File: src/rtl/pulse_train_gen_pkg.sv
// Shared definitions for the pulse-train generator and anything that consumes
// its output (e.g. the coincidence-counter bench).
//   - state_t           : generator FSM encoding (IDLE / RUN)
//   - PTG_CW / PTG_LW   : default counter width and LFSR width
//   - PTG_SEED_DFLT     : LFSR value after reset and when a zero seed is given
//   - PTG_TAP_MASK      : Galois tap mask for x^16+x^14+x^13+x^11+1
//   - lfsr_next()       : one Galois LFSR step
package pulse_train_gen_pkg;

  typedef enum logic {
    ST_IDLE = 1'b0,
    ST_RUN  = 1'b1
  } state_t;

  localparam int          PTG_CW        = 13;
  localparam int          PTG_LW        = 16;
  localparam logic [15:0] PTG_SEED_DFLT = 16'hACE1;
  localparam logic [15:0] PTG_TAP_MASK  = 16'hB400;

  // Right-shifting Galois step; a non-zero state never maps to zero.
  function automatic logic [15:0] lfsr_next(input logic [15:0] cur);
    lfsr_next = {1'b0, cur[15:1]} ^ (cur[0] ? PTG_TAP_MASK : 16'h0000);
  endfunction

endpackage

File: src/rtl/pulse_train_gen_lfsr16.sv
// 16-bit Galois LFSR used as the background-pulse source.
// Ports:
//   clk     : clock
//   reset   : synchronous, active-low; state returns to RST_VAL
//   load    : load seed (takes priority over advance)
//   seed    : value loaded when load is high
//   advance : step the register one position
//   state   : current LFSR contents
module lfsr16
  import pulse_train_gen_pkg::*;
#(
  parameter logic [15:0] RST_VAL = PTG_SEED_DFLT
) (
  input  logic        clk,
  input  logic        reset,
  input  logic        load,
  input  logic [15:0] seed,
  input  logic        advance,
  output logic [15:0] state
);

  always_ff @(posedge clk) begin
    if (!reset) begin
      state <= RST_VAL;
    end else if (load) begin
      state <= seed;
    end else if (advance) begin
      state <= lfsr_next(state);
    end
  end

endmodule

File: src/rtl/pulse_train_gen.sv
// Programmable neutron pulse-train emulator. Produces single-cycle pulses made
// of periodic primaries, a burst of correlated follow-ups after each primary,
// and optional LFSR-driven uncorrelated background pulses.
// Ports:
//   clk_1mhz       : 1 MHz system clock
//   reset_ip       : synchronous, active-low reset
//   run_ip         : level; high = generate, low = return to IDLE
//   period_ip      : cycles between primaries (values < 2 act as 2)
//   burst_len_ip   : follow-up pulses per event (0..15)
//   gap_ip         : cycles between pulses inside a burst (0 acts as 1)
//   bg_thresh_ip   : background pulse when lfsr < threshold (0 disables)
//   seed_ip        : LFSR seed loaded on start (0 selects SEED_DFLT)
//   pulse_op       : registered single-cycle pulse
//   busy_op        : high while not IDLE
//   event_count_op : primaries emitted, wraps
//   pulse_count_op : cycles with pulse_op high, wraps
module pulse_train_gen
  import pulse_train_gen_pkg::*;
#(
  parameter int          CW        = PTG_CW,
  parameter int          LW        = PTG_LW,
  parameter logic [15:0] SEED_DFLT = PTG_SEED_DFLT
) (
  input  logic          clk_1mhz,
  input  logic          reset_ip,
  input  logic          run_ip,
  input  logic [CW-1:0] period_ip,
  input  logic [3:0]    burst_len_ip,
  input  logic [7:0]    gap_ip,
  input  logic [LW-1:0] bg_thresh_ip,
  input  logic [LW-1:0] seed_ip,
  output logic          pulse_op,
  output logic          busy_op,
  output logic [CW-1:0] event_count_op,
  output logic [CW-1:0] pulse_count_op
);

  localparam logic [CW-1:0] PERIOD_MIN = CW'(2);

  state_t        state, state_next;

  // Configuration captured at start
  logic [CW-1:0] period_q;
  logic [3:0]    burst_q;
  logic [7:0]    gap_q;
  logic [LW-1:0] bg_thresh_q;

  // Sequencing counters
  logic [CW-1:0] period_cnt, period_cnt_next;
  logic [7:0]    gap_cnt, gap_cnt_next;
  logic [3:0]    rem, rem_next;

  logic [CW-1:0] period_eff;
  logic [7:0]    gap_eff;
  logic [LW-1:0] seed_eff;
  logic [LW-1:0] lfsr_state;

  logic          start;
  logic          primary, follow, bg_hit;
  logic          lfsr_load, lfsr_adv;
  logic          pulse_next, busy_next;

  assign period_eff = (period_ip < PERIOD_MIN) ? PERIOD_MIN : period_ip;
  assign gap_eff    = (gap_ip == 8'd0) ? 8'd1 : gap_ip;
  assign seed_eff   = (seed_ip == '0) ? SEED_DFLT : seed_ip;
  assign start      = (state == ST_IDLE) && run_ip;

  lfsr16 #(
    .RST_VAL (SEED_DFLT)
  ) u_lfsr (
    .clk     (clk_1mhz),
    .reset   (reset_ip),
    .load    (lfsr_load),
    .seed    (seed_eff),
    .advance (lfsr_adv),
    .state   (lfsr_state)
  );

  // Next-state and pulse-source decode.
  // period_cnt counts down to 0 and then fires a primary; gap_cnt does the
  // same for follow-ups. Both are reloaded with (value-1) so that a count of
  // N cycles lands exactly N edges after the previous pulse.
  always_comb begin
    state_next      = state;
    period_cnt_next = period_cnt;
    gap_cnt_next    = gap_cnt;
    rem_next        = rem;
    primary         = 1'b0;
    follow          = 1'b0;
    bg_hit          = 1'b0;
    lfsr_load       = 1'b0;
    lfsr_adv        = 1'b0;

    unique case (state)
      ST_IDLE: begin
        if (run_ip) begin
          state_next      = ST_RUN;
          lfsr_load       = 1'b1;
          primary         = 1'b1;
          period_cnt_next = period_eff - CW'(1);
          gap_cnt_next    = gap_eff - 8'd1;
          rem_next        = burst_len_ip;
        end
      end
      ST_RUN: begin
        if (!run_ip) begin
          state_next = ST_IDLE;
          rem_next   = 4'd0;
        end else begin
          lfsr_adv = 1'b1;
          bg_hit   = (lfsr_state < bg_thresh_q);
          if (period_cnt == '0) begin
            // A primary always wins: any unfinished burst is dropped here.
            primary         = 1'b1;
            period_cnt_next = period_q - CW'(1);
            gap_cnt_next    = gap_q - 8'd1;
            rem_next        = burst_q;
          end else begin
            period_cnt_next = period_cnt - CW'(1);
            if (rem != 4'd0) begin
              if (gap_cnt == 8'd0) begin
                follow       = 1'b1;
                rem_next     = rem - 4'd1;
                gap_cnt_next = gap_q - 8'd1;
              end else begin
                gap_cnt_next = gap_cnt - 8'd1;
              end
            end
          end
        end
      end
      default: begin
        state_next = ST_IDLE;
      end
    endcase

    pulse_next = primary | follow | bg_hit;
    busy_next  = (state_next == ST_RUN);
  end

  // Control state and outputs
  always_ff @(posedge clk_1mhz) begin
    if (!reset_ip) begin
      state          <= ST_IDLE;
      rem            <= 4'd0;
      pulse_op       <= 1'b0;
      busy_op        <= 1'b0;
      event_count_op <= '0;
      pulse_count_op <= '0;
    end else begin
      state          <= state_next;
      rem            <= rem_next;
      pulse_op       <= pulse_next;
      busy_op        <= busy_next;
      event_count_op <= event_count_op + CW'(primary);
      pulse_count_op <= pulse_count_op + CW'(pulse_next);
    end
  end

  // Configuration and down-counters are always (re)loaded on start,
  // so they carry no reset.
  always_ff @(posedge clk_1mhz) begin
    period_cnt <= period_cnt_next;
    gap_cnt    <= gap_cnt_next;
    if (start) begin
      period_q    <= period_eff;
      burst_q     <= burst_len_ip;
      gap_q       <= gap_eff;
      bg_thresh_q <= bg_thresh_ip;
    end
  end

endmodule

File: config.mk
export PLATFORM = sky130hd
export DESIGN_NAME = pulse_train_gen
export DESIGN_NICKNAME = d
export VERILOG_FILES = /design/src/rtl/pulse_train_gen_pkg.sv /design/src/rtl/pulse_train_gen_lfsr16.sv /design/src/rtl/pulse_train_gen.sv
export SDC_FILE = /design/constraint.sdc
export NUM_CORES = 1
export LEC_CHECK = 0
export ABC_AREA = 1
export BUFFER_PORTS_ARGS = -buffer_cell sky130_fd_sc_hd__buf_2
export CORE_MARGIN = 4
export CORE_UTILIZATION = 58
export DETAILED_ROUTE_END_ITERATION = 12
export PLACE_DENSITY = 0.81
export SLEW_MARGIN = 10
export SYNTH_ARGS = -nofsm -noshare
export SYNTH_HDL_FRONTEND = slang
export SYNTH_SLANG_ARGS = --single-unit
File: constraint.sdc
create_clock -name clk_1mhz -period 3.4 [get_ports clk_1mhz]
set_input_delay 0.17 -clock clk_1mhz [delete_from_list [all_inputs] [get_ports clk_1mhz]]
set_output_delay 0.17 -clock clk_1mhz [all_outputs]
set_load 0.005 [all_outputs]
# After elaboration in Yosys (flattened, before gate mapping)
# Index checks and enable logic that the tools add are counted.
# totals
ff_bits	110
out_inout_bits	28
inputBits	60
elab_cells	77
# op_classes
n_mux	35
n_bitwise	4
eq_ne	5
n_lt_le_gt_ge	2
n_reduce_logical	10
n_addsub	9
# op_table
op	n
16-bit 2-to-1 mux	4
13-bit 2-to-1 mux	4
8-bit 2-to-1 mux	6
13-bit by 1-bit subtractor with 13-bit output (second input constant)	3
13-bit by 1-bit adder with 13-bit output	2
13-bit one-hot mux with 2 select lines	1
8-bit by 1-bit subtractor with 8-bit output (second input constant)	3
4-bit 2-to-1 mux	5
16-bit logical NOT	1
8-bit logical NOT	2
16-bit less-than comparator	1
8-bit one-hot mux with 2 select lines	1
15-bit by 16-bit XOR with 16-bit output	1
13-bit logical NOT	1
13-bit by 2-bit less-than comparator with 1-bit output (second input constant)	1
1-bit 2-to-1 mux	12
4-bit by 2-bit inequality test with 1-bit output (second input constant)	2
4-bit one-hot mux with 2 select lines	1
3-bit AND reduction	2
2-bit inequality test (second input constant)	2
4-bit nonzero test	1
4-bit by 1-bit subtractor with 4-bit output (second input constant)	1
3-bit by 1-bit inequality test with 1-bit output (second input constant)	1
1-bit OR	2
other kinds (5)	5

# Depth between registers and ports, before layout
# Gate-level depths: netlist of the first run.
# logic_depth
depth_word	9
depth_mapped	19
mapped_depth_nobuf	18

# Modules after synthesis
# A second synthesis of the first run with hierarchy kept.
# hier_totals
hier_cells	743
area_unflattened_um2	6107.1
# by_module_without_submodules
module	cells_per_inst	instances	seq_area_each_um2	area_each_um2
pulse_train_gen	638	1	2502.4	5356.4
lfsr16	105	1	320.3	750.7

# Worst setup path after synthesis of the first run
# No wires, ideal clock.
# synth_path
kind	register to register
startpoint	reg gap_cnt[0]
endpoint	reg pulse_count_op[12]
path_buffers	0
t_required_ns	3.268
t_arrival_ns	2.369
setup_ns	0.132
synth_period_minus_slack_ns	2.501
slack_ns	0.899
path_stages_with_launch	18
path_cell_list	edfxtp_1 inv_1 ha_1 nand3_1 nor2_2 inv_1 nor2_1 o21ai_2 nand2_1 ha_1 ha_1 nand2_1 nor4_1 nand3b_1 nor2_1 nand2_1 nand2_1 a21oi_1
# synth_between
elab_chain_cells	9
# synth_lines
item	line_no	source
start: declaration	pulse_train_gen.sv:50	logic [7:0] gap_cnt, gap_cnt_next;
start signal: assignment	pulse_train_gen.sv:164	gap_cnt <= gap_cnt_next;
8-bit logical NOT	pulse_train_gen.sv:121	if (gap_cnt == 8'd0) begin
1-bit 2-to-1 mux	pulse_train_gen.sv:121	
1-bit 2-to-1 mux	pulse_train_gen.sv:120	if (rem != 4'd0) begin
1-bit 2-to-1 mux	pulse_train_gen.sv:112	if (period_cnt == '0) begin
1-bit 2-to-1 mux	pulse_train_gen.sv:106	if (!run_ip) begin
1-bit 2-to-1 mux	pulse_train_gen.sv:94	unique case (state)
1-bit OR (2 in a row)	pulse_train_gen.sv:137	pulse_next = primary | follow | bg_hit;
via pulse_next	pulse_train_gen.sv:61	logic pulse_next, busy_next;
13-bit by 1-bit adder with 13-bit output	pulse_train_gen.sv:156	pulse_count_op <= pulse_count_op + CW'(pulse_next);
end signal: assignment	pulse_train_gen.sv:156	
end: declaration	pulse_train_gen.sv:35	output logic [CW-1:0] pulse_count_op
# The timed path passes the listed nets, and every way through them passes these cells.
# A chain may end at the register's enable or synchronous reset.

# Worst setup path after layout of the first run
# Same ends and word-level chain as after synthesis.

==> results.toml, run 1 <==
[yosys]
yosysMostFrequentCell = "nand2_1"
ys_types = 42
synth_edf_count = 62
syn_inst = 723
synth.top_cells.by_count = "131 x nand2_1, 93 x inv_1, 91 x nor2_1"
avgSynthCellArea_sq_um = 8.23
yosysTopAreaCellShare_pct = 31.3
synth_area_leaders = "edfxtp_1 31%, dfxtp_1 16%, nand2_1 8.3%"
ys_seq_area_share_pct = 47.5
syn-cell-area_sq_mm = 0.00595
yosysWarningCount = 0
synth-async-reset-ratio_pct = 0
ys_ff_latch = 110
synth_ff_type = "edfxtp_1"
synth.largest_area_cell = "edfxtp_1"
synth_nets = 809

[final_layout]
drive_above_1_share_pct = 18.9
nNetsFinal = 913
multi_input_area_sq_mm = 0.00259
nFillCells = 728
area_delta_synth_final_pct = 17.3
antenna_cells = 0
regArea_sq_mm = 0.00282

[grt]
grt_overflow_total = 0
grt-busiest-layer = "met2"
grt_util_all_layers_pct = 24.0
first_global_vias = 5070
grt_use_met2_pct = 41.2
met3_usage_pct = 6.28
grt_pass1_wl_mm = 22.6
antenna_found_initial = 0
grt_use_met1_pct = 29.3
grt_max_degree = 40

[worst_setup_path]
regToRegEndpoint = "pulse_count_op[12]"
cp.arrival_ps = 3200
path_class = "flip-flop to flip-flop"
cp-start-kind = "flip-flop"
r2r_cells = 16
cp_max_fo = 5
reg2reg_from = "gap_cnt[0]"
worstPathCellList = "inv_1, ha_1, nand3_1, nor2_2, inv_1, nor2_1, o21ai_2, nand2_1, ha_1, ha_1, nand2_1, nor4_1, nand3b_1, nor2_1, nand3b_1, a21oi_1"
crit_path_end = "pulse_count_op[12]"
cp-end-kind = "flip-flop"
crit_top_cell = "ha_1"
r2r_slack_ps = 520
cp-startpoint = "gap_cnt[0]"
slowest_stage = "edfxtp_1"
max_stage_delay_ps = 400
crit_required_ps = 3710

[placement]
gp_congestion = 0.876
dp_hpwl_mm = 9.58
portBuffers = 87
place_worst_setup_slack_ps = 547

[sta]
hold_viol = 0
worst_pin_slew_ps = 807
slew-limit-headroom_pct = 46.2
period_share_pct = 84.8
fin_crit_ps = 2880
layout_setup_ws_ps = 517
drv_slew = 0
finalSetupViolations = 0
rsz0062_at_grt = "false"
fin_setup_tns_ps = 0
skew_ps = 14.2
fmax_mhz = 347

[cts]
cts_root_buffer = "clkbuf_8"
cts-buffers-inserted = 9
cts_setup_buffers = 0
clock_path_buffers = 2
cts_max_level = 3
cts.sink_count = 110
clock_latency_ps = 390
clk_pin_slew_ps = 100
tritoncts = "yes"

[run_status]
status = "complete, no violations"

[drt]
vias = 5159
drc_errors = 0
first_iter_violations = 337
totalWireLength_mm = 13.7
ant_nets = 0
viasPerCell = 5.35
wl_per_cell_um = 14.2
firstDrtPassIters = 5

[floorplan]
die_x_um = 109
core_sq_mm = 0.00986
start_util_pct = 60.3
die_h_um = 109
die_area_sq_mm = 0.0119
pin_count = 88
num_rows = 36

[power]
ir_drop_mv = 0.316
power.density_mw_per_mm2 = 382
p_leak_nw = 3.09

[flow_run]
maxCapViolCount = 0

[min_path]
hp-class = "primary input to flip-flop"
==> critical path, delay by kind of cell, from the launching register on <==
family	cells	cell delay, ps
compound gates	2	260
fa+ha+maj	3	510
buf+inv	2	230
flops	1	400
simple gates	9	1410
==> through the flow <==
step                power [W]  cell area (sq um)  util (%)  instances  hold slack [ps]
floorplan             0.00181               5950         -        723              269
global placement      0.00191               6440      65.3        913              347
detailed placement    0.00193               6440      65.3        913              348
CTS                   0.00268               6980      70.7        965             1.02
global route          0.00279               6980      70.7        965             7.37
finish                0.00266               6980      70.7        965             30.6
==> power by group <==
part           switching (W)  internal [W]  total (W)
sequential         0.0000441       0.00149    0.00153
combinational       0.000234      0.000169   0.000403
clock               0.000455      0.000272   0.000727
total               0.000733       0.00193    0.00266
==> worst min path at each step <==
stage                     startpoint              end  slack [ps]  depth (start not counted)
detailed placement   bg_thresh_ip[2]   bg_thresh_q[2]         350                          1
global route               gap_ip[3]         gap_q[3]           7                          1
global placement    bg_thresh_ip[10]  bg_thresh_q[10]         350                          1
CTS                        gap_ip[1]         gap_q[1]           1                          1
floorplan            bg_thresh_ip[0]   bg_thresh_q[0]         270                          0
finish                     gap_ip[1]         gap_q[1]          30                          1
==> what timing repair did <==
action	CTS	global route
gates resized for setup	0	0
hold buffers	36	0
endpoints found under the hold margin	36	0
==> routing by layer <==
metal | routed length (um) | share of wire (%) | up-vias
met5 | 0 | 0 | -
met4 | 213 | 1.6 | 0
met3 | 949 | 6.9 | 19
met2 | 6860 | 50 | 187
met1 | 5660 | 41 | 2397
li1 | - | - | 2556
==> kinds of logic (layout without fill, tap and decap cells) <==
kind of cell	Yosys count	count (layout)	synth area share, %
xor+xnor	21	21	3.09
compound gates	104	104	9.72
flops	110	110	47.5
fa+ha+maj	26	26	5.47
buf+inv	134	243	9.04
simple gates	328	328	25.2
==> flip-flops by register name (all words and copies together), names as in the netlist <==
register and count:
bg_thresh_q 16, u_lfsr.state 16, event_count_op 13, period_cnt 13, period_q 13, pulse_count_op 13
gap_cnt 8, gap_q 8, burst_q 4, rem 4, pulse_op 1, state 1
==> cells in the final DEF, fill, tap and decap left out, types with 2 or more instances in the layout <==
cell / n
nand2_1: 131
inv_1: 93
nor2_1: 90
buf_2: 87
edfxtp_1: 62
dfxtp_1: 48
o21ai_0: 41
a21oi_1: 40
nand3_1: 36
dlygate4sd3_1: 36
ha_1: 26
nand2_2: 16
xor2_1: 16
nand4_1: 10
nor3_1: 9
or2_2: 9
clkbuf_8: 9
o211ai_1: 7
nor2_2: 6
nor2_4: 5
nand3_2: 5
xnor2_1: 5
buf_4: 5
inv_2: 4
nand2_4: 3
nand3b_1: 3
o2111ai_1: 3
o221ai_1: 3
o21ai_1: 3
clkinv_1: 2
o31ai_1: 2
nor4_1: 2
==> final cells by class <==
type	count	area share (%)
Clock buffer	10	1.83
Multi-Input combinational cell	479	37.2
Sequential cell	110	40.5
Inverter	98	5.27
Clock inverter	6	0.610
Tap cell	133	2.39
Timing Repair Buffer	129	12.2
(Power assumes the default switching activity.)
==> inputs of run 2 (changes only) <==
--- a/config.mk
+++ b/config.mk
@@ -8,9 +8,9 @@
 export ABC_AREA = 1
 export BUFFER_PORTS_ARGS = -buffer_cell sky130_fd_sc_hd__buf_2
 export CORE_MARGIN = 4
-export CORE_UTILIZATION = 58
+export CORE_UTILIZATION = 52
 export DETAILED_ROUTE_END_ITERATION = 12
-export PLACE_DENSITY = 0.81
+export PLACE_DENSITY = 0.77
 export SLEW_MARGIN = 10
 export SYNTH_ARGS = -nofsm -noshare
 export SYNTH_HDL_FRONTEND = slang
==> constraint.sdc (replaced) <==
create_clock -name clk_1mhz -period 2.46 [get_ports clk_1mhz]
set_input_delay 0.123 -clock clk_1mhz [delete_from_list [all_inputs] [get_ports clk_1mhz]]
set_output_delay 0.123 -clock clk_1mhz [all_outputs]
set_load 0.005 [all_outputs]
==> run 2 against run 1 <==
Effect of this change: critical endpoint unchanged; hold slack improved by 21 ps; clock power increased by 110%; the flow now finishes with violations (negative setup slack); flip-flop and latch count unchanged; first-iteration DRC count decreased by 18%; core utilization decreased by 2.3 points; sequential share of layout area decreased by 3.1 points.
==> results.toml, run 2 (synthesis results as in run 1) <==
[sta]
worst_pin_slew_ps = 656
skew_ps = 12.7
drv_slew = 0
finalSetupViolations = 2
slew-limit-headroom_pct = 56.3
period_share_pct = 100
fin_crit_ps = 2470
fmax_mhz = 405
layout_setup_ws_ps = -11.4
rsz0062_at_grt = "true"
hold_viol = 0

[cts]
tritoncts = "yes"
clock_path_buffers = 2
cts_root_buffer = "clkbuf_16"
cts_max_level = 3
cts.sink_count = 110
cts-buffers-inserted = 9
clock_latency_ps = 360
clk_pin_slew_ps = 80

[final_layout]
drive_above_1_share_pct = 25.9
final_cell_mix = "127 x nand2_1, 89 x inv_1, 87 x buf_2"
multi_input_area_sq_mm = 0.00282
reg_top3 = "bg_thresh_q: 16 flops, u_lfsr.state: 16 flops"
regArea_sq_mm = 0.00282
final_common_cell = "nand2_1"
antenna_cells = 0
nNetsFinal = 941
nFillCells = 843
area_delta_synth_final_pct = 26.9
fin_util_pct = 68.4

[floorplan]
num_rows = 38
core_sq_mm = 0.0110
start_util_pct = 53.9
pin_count = 88
die_area_sq_mm = 0.0132
die_x_um = 115
die_h_um = 115

[grt]
grt_max_degree = 37
grt_pass1_wl_mm = 24.0
grt_util_all_layers_pct = 22.7
grt_overflow_total = 0
first_global_vias = 5261
antenna_found_initial = 0

[worst_setup_path]
crit_top_cell = "ha_4"
critPathTopFamily = "simple AND/OR/NAND/NOR gates"
cp_max_fo = 3
path_buf_inv = 1
path_class = "flip-flop to flip-flop"
slowest_stage = "edfxtp_1"
r2r_slack_ps = -10
cp.depth = 16
r2r_cells = 16
crit_required_ps = 2680
cp.arrival_ps = 2700
cp-start-kind = "flip-flop"
worstPathCellList = "inv_2, ha_4, a211oi_2, o21ai_1, nor2_1, nand2_2, nand2_2, ha_4, ha_4, nand2_4, nor4_4, nand3b_1, nor2_2, nand2_1, nand2_1, a21oi_2"
max_stage_delay_ps = 390
cp-end-kind = "flip-flop"

[drt]
drc_errors = 0
first_iter_violations = 277
viasPerCell = 5.23
ant_nets = 0
totalWireLength_mm = 14.6
firstDrtPassIters = 5
wl_per_cell_um = 14.6
vias = 5230

[power]
power_w = 0.00426
p_leak_nw = 3.34
ir_drop_mv = 0.759
power.density_mw_per_mm2 = 564

[placement]
gp_congestion = 0.864
portBuffers = 87
dp_hpwl_mm = 10.1

[min_path]
hp-class = "primary input to flip-flop"
whs_path_depth = 3

[run_status]
status = "complete, but fails checks"
failed_checks = "negative setup slack"

[flow_run]
maxCapViolCount = 0
run 2: changes by cell type in the layout (fill, tap and decap cells not counted), sizes merged:
cell,change
buf,+26
dlygate4sd3,+2
clkinvlp,+1
clkinv,-1
run 2: worst paths after layout:
kind | to | startpoint
worst max register to register | pulse_count_op[12] | bg_thresh_q[15]
worst max-delay path | pulse_count_op[12] | bg_thresh_q[15]
worst min-delay path | u_lfsr.state[6] | seed_ip[6]
worst min register to register | event_count_op[12] | event_count_op[12]
run 2: worst min-delay path: stages:
cell and delay (ps):
buf_2 90, o21ai_0 90, nand3_1 70
run 2: per-stage QoR:
stage | hold slack [ps] | setup slack, ps | setup TNS, ps | instances | area [sq um]
after CTS | 24.6 | -44.2 | -59.6 | 994 | 7420
after detailed placement | 301 | -229 | -643 | 938 | 6590
after floorplan | 222 | 20.2 | 0 | 723 | 5960
after global placement | 299 | -75.2 | -75.2 | 938 | 6590
after global routing | 60.2 | -174 | -778 | 1000 | 7550
final | 51.4 | -11.4 | -11.9 | 1000 | 7550
run 2: final cells by class:
class | instances | area share [%]
repair buffers | 157 | 14.0
multi-input cells | 479 | 37.3
well taps | 140 | 2.32
clock buffers | 10 | 3.31
inverters | 98 | 4.87
flip-flops and latches | 110 | 37.4
clock inverters | 6 | 0.795
run 2: report_power, final:
part | switching (W) | internal, W
sequential | 0.0000634 | 0.00206
combinational | 0.000349 | 0.000277
clock | 0.000735 | 0.000773
run 2: routing by layer:
metal,wire length [um],track usage [%]
met1,6130,27.4
met3,914,5.95
met2,7320,39.9
met5,0,0
met4,259,6.57
run 2: what timing repair did:
item                                   4_1_cts  5_1_grt
gates resized for setup                     27       23
setup buffers                                2        6
endpoints found under the hold margin       38        0
pin swaps                                   18       21
hold buffers                                38        0
setup endpoints to repair                    5        9
